**config.mk**
```make
export PLATFORM = sky130hd
export DESIGN_NAME = shift_add_multiplier
export DESIGN_NICKNAME = d
export VERILOG_FILES = /design/src/rtl/shift_add_multiplier.sv
export SDC_FILE = /design/constraint.sdc
export NUM_CORES = 1
export LEC_CHECK = 0
export CELL_PAD_IN_SITES_DETAIL_PLACEMENT = 0
export CELL_PAD_IN_SITES_GLOBAL_PLACEMENT = 1
export CORE_MARGIN = 5
export CORE_UTILIZATION = 41
export CTS_BUF_LIST = sky130_fd_sc_hd__clkbuf_16
export DETAILED_ROUTE_END_ITERATION = 8
export HOLD_SLACK_MARGIN = 0.02
export PLACE_DENSITY_LB_ADDON = 0.3
export SLEW_MARGIN = 25
export SYNTH_ARGS = -nofsm -noshare
export SYNTH_HDL_FRONTEND = slang
export SYNTH_SLANG_ARGS = --single-unit
```
**constraint.sdc**
```tcl
create_clock -name clk -period 4.5 [get_ports clk]
set_clock_uncertainty 0.05 [all_clocks]
set_input_delay 0.9 -clock clk [delete_from_list [all_inputs] [get_ports clk]]
set_output_delay 0.9 -clock clk [all_outputs]
set_load 0.01 [all_outputs]
```
**src/rtl/shift_add_multiplier.sv**
```systemverilog
// Unsigned sequential shift-and-add multiplier: one CLA add and one right shift per clock,
// with a start/ready/done handshake. Includes the carry-lookahead adder it is built around.

module nBitCarryLookAheadAdder #(
  parameter int NUMBITS = 8
) (
  input  logic [NUMBITS-1:0] a_in,
  input  logic [NUMBITS-1:0] b_in,
  input  logic               c_in,
  output logic [NUMBITS-1:0] s_out,
  output logic               c_out
);
  localparam int NBLK = NUMBITS / 4;

  if (NUMBITS % 4 != 0) begin : g_bad_width
    $error("nBitCarryLookAheadAdder: NUMBITS must be a multiple of 4");
  end

  logic [NBLK:0] w_c;
  assign w_c[0] = c_in;

  // 4-bit lookahead groups, rippled between groups
  for (genvar g = 0; g < NBLK; g++) begin : g_blk
    logic [3:0] w_g;
    logic [3:0] w_p;
    logic [4:0] w_cc;
    assign w_g     = a_in[4*g +: 4] & b_in[4*g +: 4];
    assign w_p     = a_in[4*g +: 4] ^ b_in[4*g +: 4];
    assign w_cc[0] = w_c[g];
    assign w_cc[1] = w_g[0] | (w_p[0] & w_cc[0]);
    assign w_cc[2] = w_g[1] | (w_p[1] & w_g[0]) | (w_p[1] & w_p[0] & w_cc[0]);
    assign w_cc[3] = w_g[2] | (w_p[2] & w_g[1]) | (w_p[2] & w_p[1] & w_g[0])
                   | (w_p[2] & w_p[1] & w_p[0] & w_cc[0]);
    assign w_cc[4] = w_g[3] | (w_p[3] & w_g[2]) | (w_p[3] & w_p[2] & w_g[1])
                   | (w_p[3] & w_p[2] & w_p[1] & w_g[0])
                   | (w_p[3] & w_p[2] & w_p[1] & w_p[0] & w_cc[0]);
    assign s_out[4*g +: 4] = w_p ^ w_cc[3:0];
    assign w_c[g+1]        = w_cc[4];
  end

  assign c_out = w_c[NBLK];
endmodule

module shift_add_multiplier #(
  parameter int NUMBITS = 8
) (
  input  logic                 clk,
  input  logic                 reset,
  input  logic                 start_in,
  input  logic [NUMBITS-1:0]   a_in,
  input  logic [NUMBITS-1:0]   b_in,
  output logic                 ready_out,
  output logic                 done_out,
  output logic [2*NUMBITS-1:0] p_out
);
  // state | meaning
  // IDLE  | waiting for start_in, ready_out high
  // RUN   | one shift-and-add step per cycle, NUMBITS steps
  // DONE  | done_out pulse cycle, start_in ignored
  typedef enum logic [1:0] {IDLE, RUN, DONE} state_t;

  localparam int              CW   = $clog2(NUMBITS) + 1;
  localparam logic [CW-1:0]   LAST = CW'(NUMBITS - 1);

  if (NUMBITS % 4 != 0) begin : g_bad_width
    $error("shift_add_multiplier: NUMBITS must be a multiple of 4");
  end

  state_t              r_state;
  state_t              w_next;
  logic [NUMBITS-1:0]  r_a;
  logic [NUMBITS-1:0]  r_hi;
  logic [NUMBITS-1:0]  r_lo;
  logic [CW-1:0]       r_cnt;
  logic [NUMBITS-1:0]  w_addend;
  logic [NUMBITS-1:0]  w_s;
  logic                w_co;
  logic                w_last;

  assign w_addend = r_a & {NUMBITS{r_lo[0]}};
  assign w_last   = (r_cnt == LAST);

  nBitCarryLookAheadAdder #(NUMBITS) u_cla (
    .a_in  (r_hi),
    .b_in  (w_addend),
    .c_in  (1'b0),
    .s_out (w_s),
    .c_out (w_co)
  );

  always_ff @(posedge clk) begin
    if (reset) r_state <= IDLE;
    else       r_state <= w_next;
  end

  always_comb begin
    w_next = r_state;
    case (r_state)
      IDLE:    if (start_in) w_next = RUN;
      RUN:     if (w_last)   w_next = DONE;
      DONE:    w_next = IDLE;
      default: w_next = IDLE;
    endcase
  end

  always_comb begin
    ready_out = (r_state == IDLE);
  end

  // The carry out of each add becomes the new MSB, so the shift never loses a bit
  always_ff @(posedge clk) begin
    if (reset) begin
      r_a      <= '0;
      r_hi     <= '0;
      r_lo     <= '0;
      r_cnt    <= '0;
      p_out    <= '0;
      done_out <= 1'b0;
    end else begin
      done_out <= 1'b0;
      case (r_state)
        IDLE: begin
          if (start_in) begin
            r_a   <= a_in;
            r_hi  <= '0;
            r_lo  <= b_in;
            r_cnt <= '0;
          end
        end
        RUN: begin
          {r_hi, r_lo} <= {w_co, w_s, r_lo[NUMBITS-1:1]};
          r_cnt        <= r_cnt + CW'(1);
          if (w_last) begin
            p_out    <= {w_co, w_s, r_lo[NUMBITS-1:1]};
            done_out <= 1'b1;
          end
        end
        default: ;
      endcase
    end
  end
endmodule

```
; Word-level counts from Yosys, hierarchy flattened
; Cells that the tools add are included.
[totals]
ff_bits = 47
latchBits = 0
mem_bits_rw = 0
romBits = 0
input_bits = 19
out_inout_bits = 18
elab_cells = 78
n_memories = 0
[classes]
n_addsub = 1
n_mul = 0
div_mod_pow = 0
order_cmp = 0
eq_ne = 4
n_shift = 0
mux = 10
bitwise_logic = 49
reduce_logical = 7
[op_table]
columns = operator, count
row1 = $pmux 8 s2, 2
row2 = $and 1x1->1, 25
row3 = $mux 8, 2
row4 = $or 1x1->1, 16
row5 = $xor 4x4->4, 4
row6 = $and 4x4->4, 2
row7 = $and 8x8->8, 1
row8 = $pmux 4 s2, 1
row9 = $reduce_and 2->1, 4
row10 = $add 4x1->4 const B, 1
row11 = $eq 4x3->1 const B, 1
row12 = $mux 2, 2
row13 = $mux 4, 1
row14 = $ne 2x2->1 const B, 2
row15 = $pmux 2 s2, 1
row16 = $eq 2x1->1 const B, 1
row17 = $logic_not 2->1, 1
row18 = $reduce_bool 2->1, 1
row19 = $reduce_or 2->1, 1
row20 = $mux 1, 1
row21 = $not 1->1, 1

; Longest topological paths before layout
[depth]
depth_word = 10
ltp_mapped = 10
mapped_depth_nobuf = 10

; By module
; A second synthesis with hierarchy kept.
[hier_totals]
hier_cells = 233
hier_area_um2 = 2143.3
[by_module_without_submodules]
columns = mod, instances, cells_per_inst, area_each_um2
row1 = shift_add_multiplier, 1, 192, 1815.5
row2 = nBitCarryLookAheadAdder, 1, 41, 327.8

; Worst setup path after synthesis
; Ideal clock, no wire load.
[synth_path]
path_kind = flip-flop to flip-flop
startpoint = register r_lo[0]
endpoint = register r_hi[4]
setup_time_ps = 128
t_arrival_ps = 2036
required_time_ps = 4322
setup_slack_ps = 2286
path_stages_with_launch = 11
synth_period_minus_slack_ps = 2214
cell_sequence = dfxtp_1 -> and2_1 -> ha_1 -> and4_2 -> nor2_1 -> nand2_1 -> fa_1 -> xnor2_1 -> nor2_1 -> a31oi_1 -> nor2_1
[synth_via]
elab_chain_cells = 10
word_cells_on_any_way = 17
[synth_lines]
columns = item, line_no
row1 = from (decl), 73  ; logic [NUMBITS-1:0] r_lo;
row2 = from (signal assigned), 126  ; r_lo <= b_in;
row3 = from (signal assigned), 131  ; {r_hi, r_lo} <= {w_co, w_s, r_lo[NUMBITS-1:1]};
row4 = $and 8x8->8 (*), 80  ; assign w_addend = r_a & {NUMBITS{r_lo[0]}};
row5 = $xor 4x4->4 / $and 4x4->4 (equally long branches), "28, 27"
row6 = $and 1x1->1 (on tied branches), "34, 35"
row7 = "$or 1x1->1, or another cell as far along", 34  ; assign w_cc[4] = w_g[3] | (w_p[3] & w_g[2]) | (w_p[3] & w_p[2] & w_g[1])
row8 = $or 1x1->1 / $and 1x1->1 (equally long branches), "34, 35"
row9 = $or 1x1->1, 35  ; | (w_p[3] & w_p[2] & w_p[1] & w_g[0])
row10 = $and 1x1->1, 30  ; assign w_cc[1] = w_g[0] | (w_p[0] & w_cc[0]);
row11 = $or 1x1->1, 30
row12 = $xor 4x4->4 (*), 37  ; assign s_out[4*g +: 4] = w_p ^ w_cc[3:0];
row13 = $pmux 8 s2 (*), 121  ; case (r_state)
row14 = to (signal assigned), 131
row15 = to (decl), 72  ; logic [NUMBITS-1:0] r_hi;
; Every way passes the cells marked *; elsewhere a longest branch is shown, timed or not.
; A chain may end at the register's enable or synchronous reset.

==> results by group <==
Clock tree
  • Resized Gates After CTS: 0
  • Worst-path clk slew: 0.06 ns
  • Clock Latency Late Sink: 0.28 ns
  • Clk sink count: 47
  • Num CTS Buffers: 5
  • Post-CTS Hold Buffers: 0
  • CTS max path bufs: 2
  • H-tree Lvls: 2
  • Root buffer cell: clkbuf_16
  • CTS tree: built
  • Setup Buffers After CTS: 0

Route
  • Vias: 1832
  • WL/cell: 13.12 um
  • Starting DRC count in detailed routing: 106
  • Drc violations: 0
  • Routed Antenna Nets: 0
  • TritonRoute pass-1 iters: 4
  • Drt total wl: 4748 um
  • Met2 WL: 2208 um
  • Met3 routed WL: 215 um
  • M1 WL: 2276 um
  • Via-per-instance ratio: 5.061
  • Top sig layer: met4

Cells and area
  • Design Area, Final: 2670 um^2
  • Nets: 321
  • Fillers: 528
  • Layout cells sized above 1: 0.04452
  • Core Util, Final: 0.5261
  • Area Overhead vs Synth: 25.83%
  • Number of diodes: 0

Pwr
  • Leak: 1.016 nW
  • Worst vdd ir: 0.0001612 V
  • Power per Cell Area: 331.1 nW/um^2

Logic synthesis
  • Gate Count Post-Synth: 262
  • Top FF cell, synth: dfxtp_1
  • FF+latch count, synth: 47
  • Synth Area per Inst: 8.099 um^2
  • Adder-Cell Fraction of Synth Area: 0.07193
  • Post-Synth XOR/XNOR Area: 0.01651
  • Post-synth ARST share: 0
  • Mux contribution to synthesized area: 0
  • Yosys cell types: 34
  • YS warnings: 0
  • Main combinational cell family by area after synthesis: simple AND/OR/NAND/NOR gates
  • Sequential share of the synthesized area: 0.4434
  • Net Count, Synth: 292
  • Post-synth EDFFs: 0
  • Post-synthesis compound-gate area fraction: 0.1722
  • Syn Std Cell Area: 2122 um^2
  • Simple-Gate Fraction of Synth Area: 0.2630

Global route
  • GRT Util Overall: 0.1544
  • Global-route wire length before repair: 7983 um
  • Largest net degree at the start of global routing: 35
  • Vias in the first global route: 1695
  • Initial antenna violation count: 0
  • Remaining Overflow, GRT: 0

Place
  • Input/output buffers: 36
  • Worst slack, placed: 1.646 ns
  • HPWL Detailed: 3207 um
  • Cell area after placement: 2526 um^2
  • Routability Congestion: 0.7877

Timing
  • Slew headroom: 0.4249
  • Fin. Hold Viols: 0
  • Unrepaired setup endpoints after global routing: false
  • Fmax: 395.0 MHz
  • Fin crit share: 0.5625
  • Fin. max-slew vios: 0
  • Setup violators final: 0
  • Final worst setup slack: 1.969 ns
  • Setup tns final: 0 ns
  • Hold slack: 0.4009 ns
  • Slew @ Worst Pin: 0.8606 ns
  • Fin crit period: 2.531 ns

Setup path
  • CP peak stage delay: 0.85 ns
  • Setup CP Type: in2reg
  • Arr. time, crit path: 2.66 ns
  • Top delay family on crit path: buffers and inverters
  • WP data required: 4.62 ns
  • Highest-delay cell along the critical path: clkdlybuf4s50_1
  • Critical path peak fanout: 34
  • CP endpoint kind: flop
  • Critical-path cell list: clkdlybuf4s50_1, buf_4, nor4b_1, a311o_1
  • CP Buf/Inv Count: 2
  • CP Launch Type: primary input

Floorplan
  • Num rows: 26
  • Die Span X: 81.94 um
  • Starting Density: 0.4181
  • Die footprint: 6714 um^2
  • I/O pin total: 37
  • Die Span Y: 81.94 um
  • Core area: 5075 um^2

Hold path
  • Hold Path Class: reg2reg

Status
  • Outcome: finished clean

Job
  • Max-cap viol count: 0
logic make-up (layout without fill, tap and decap cells):
group / after synthesis / count (layout)
flip-flops: 47 / 47
AO/OA/AOI/OAI: 58 / 58
buffers and inverters: 18 / 48
XOR/XNOR: 4 / 4
adder cells (fa/ha/maj): 11 / 11
AND/OR/NAND/NOR: 124 / 124
stage by stage:
step	std cells	power, mW
global placement	354	0.5303
detailed placement	354	0.5312
CTS	362	0.8958
finish	362	0.8841
global route	362	0.9286
floorplan	262	0.4995
layer usage:
layer  GRT usage  up-vias
li1            -      957
met2      0.2569       34
met5           0        -
met1      0.1925      837
met3     0.04167        4
met4     0.05150        0
report_power, final:
group	internal (mW)	switching (mW)	total, mW
combinational	0.0343	0.0468	0.0811
sequential	0.431	0.0103	0.441
clock	0.206	0.156	0.362
total	0.671	0.213	0.884
final timing paths:
check,depth (start not counted),start,end,slack (ns)
worst max register to register,10,r_lo[0],r_hi[4],2.01
worst min-delay path,2,r_a[1],r_a[1],0.40
worst max-delay path,4,reset,p_out[14],1.97
worst min register to register,2,r_a[1],r_a[1],0.40
layout make-up:
class,instances,area [um^2],share of cell area
well taps,70,87.58,0.03280
flip-flops and latches,47,940.9,0.3524
repair buffers,39,382.9,0.1434
clock inverters,3,18.77,0.007029
clock buffers,5,125.1,0.04686
inverters,1,3.754,0.001406
multi-input cells,197,1111,0.4161
cell usage in the layout (no fill, tap or decap):
cell type        Yosys  routed
buf_4                0       3
and2_1               9       9
and4_2               1       1
nor3_1               1       1
a2111oi_2            1       1
xnor2_1              4       4
a221oi_1             1       1
clkinv_2             0       2
dfxtp_1             47      47
fa_1                 2       2
nand4_1              1       1
or4b_1               1       1
a31oi_1              3       3
inv_6                0       1
or2_1                1       1
o31ai_1              1       1
nor4b_1              3       3
clkbuf_16            0       5
or4_1                1       1
clkdlybuf4s50_1      0      36
nand2b_1             2       2
a311o_1              1       1
and4_1               1       1
a311oi_1             8       8
o21ai_0              3       3
ha_1                 9       9
nor2b_1              1       1
nor2_1              27      27
nand3_1             10      10
o21ai_1              1       1
a21o_1               3       3
nand2_1             63      63
nand3b_1             2       2
o21bai_1             1       1
a21oi_1             31      31
a211oi_1             4       4
inv_1                1       1
cells in the mapped netlist (2+ instances only):
cell,count,share of area
buf_2,2,0.0047
ha_1,9,0.053
a211oi_1,4,0.014
fa_1,2,0.019
nor2_1,27,0.048
a21oi_1,31,0.073
nand3b_1,2,0.0071
a31oi_1,3,0.0088
nand2_1,63,0.11
o21ai_0,3,0.0071
xnor2_1,4,0.017
a21o_1,3,0.011
nand3_1,10,0.024
nand2b_1,2,0.0059
and2_1,9,0.027
clkbuf_1,15,0.027
a311oi_1,8,0.033
dfxtp_1,47,0.44
nor4b_1,3,0.012
registers in the layout, indices dropped and copies added, names as in the netlist:
register	cells
p_out	16
r_lo	8
r_a	8
done_out	1
r_cnt	4
r_hi	8
r_state	2
worst reg2reg max path: stages (launching register included):
cell and delay, ns:
dfxtp_1 0.37, and2_1 0.19, ha_1 0.35, and4_2 0.27, nor2_1 0.15, nand2_1 0.09, fa_1 0.38, xnor2_1 0.24
nor2_1 0.06, a31oi_1 0.15, nor2_1 0.05
No activity file was read; power rests on OpenSTA's default activity.
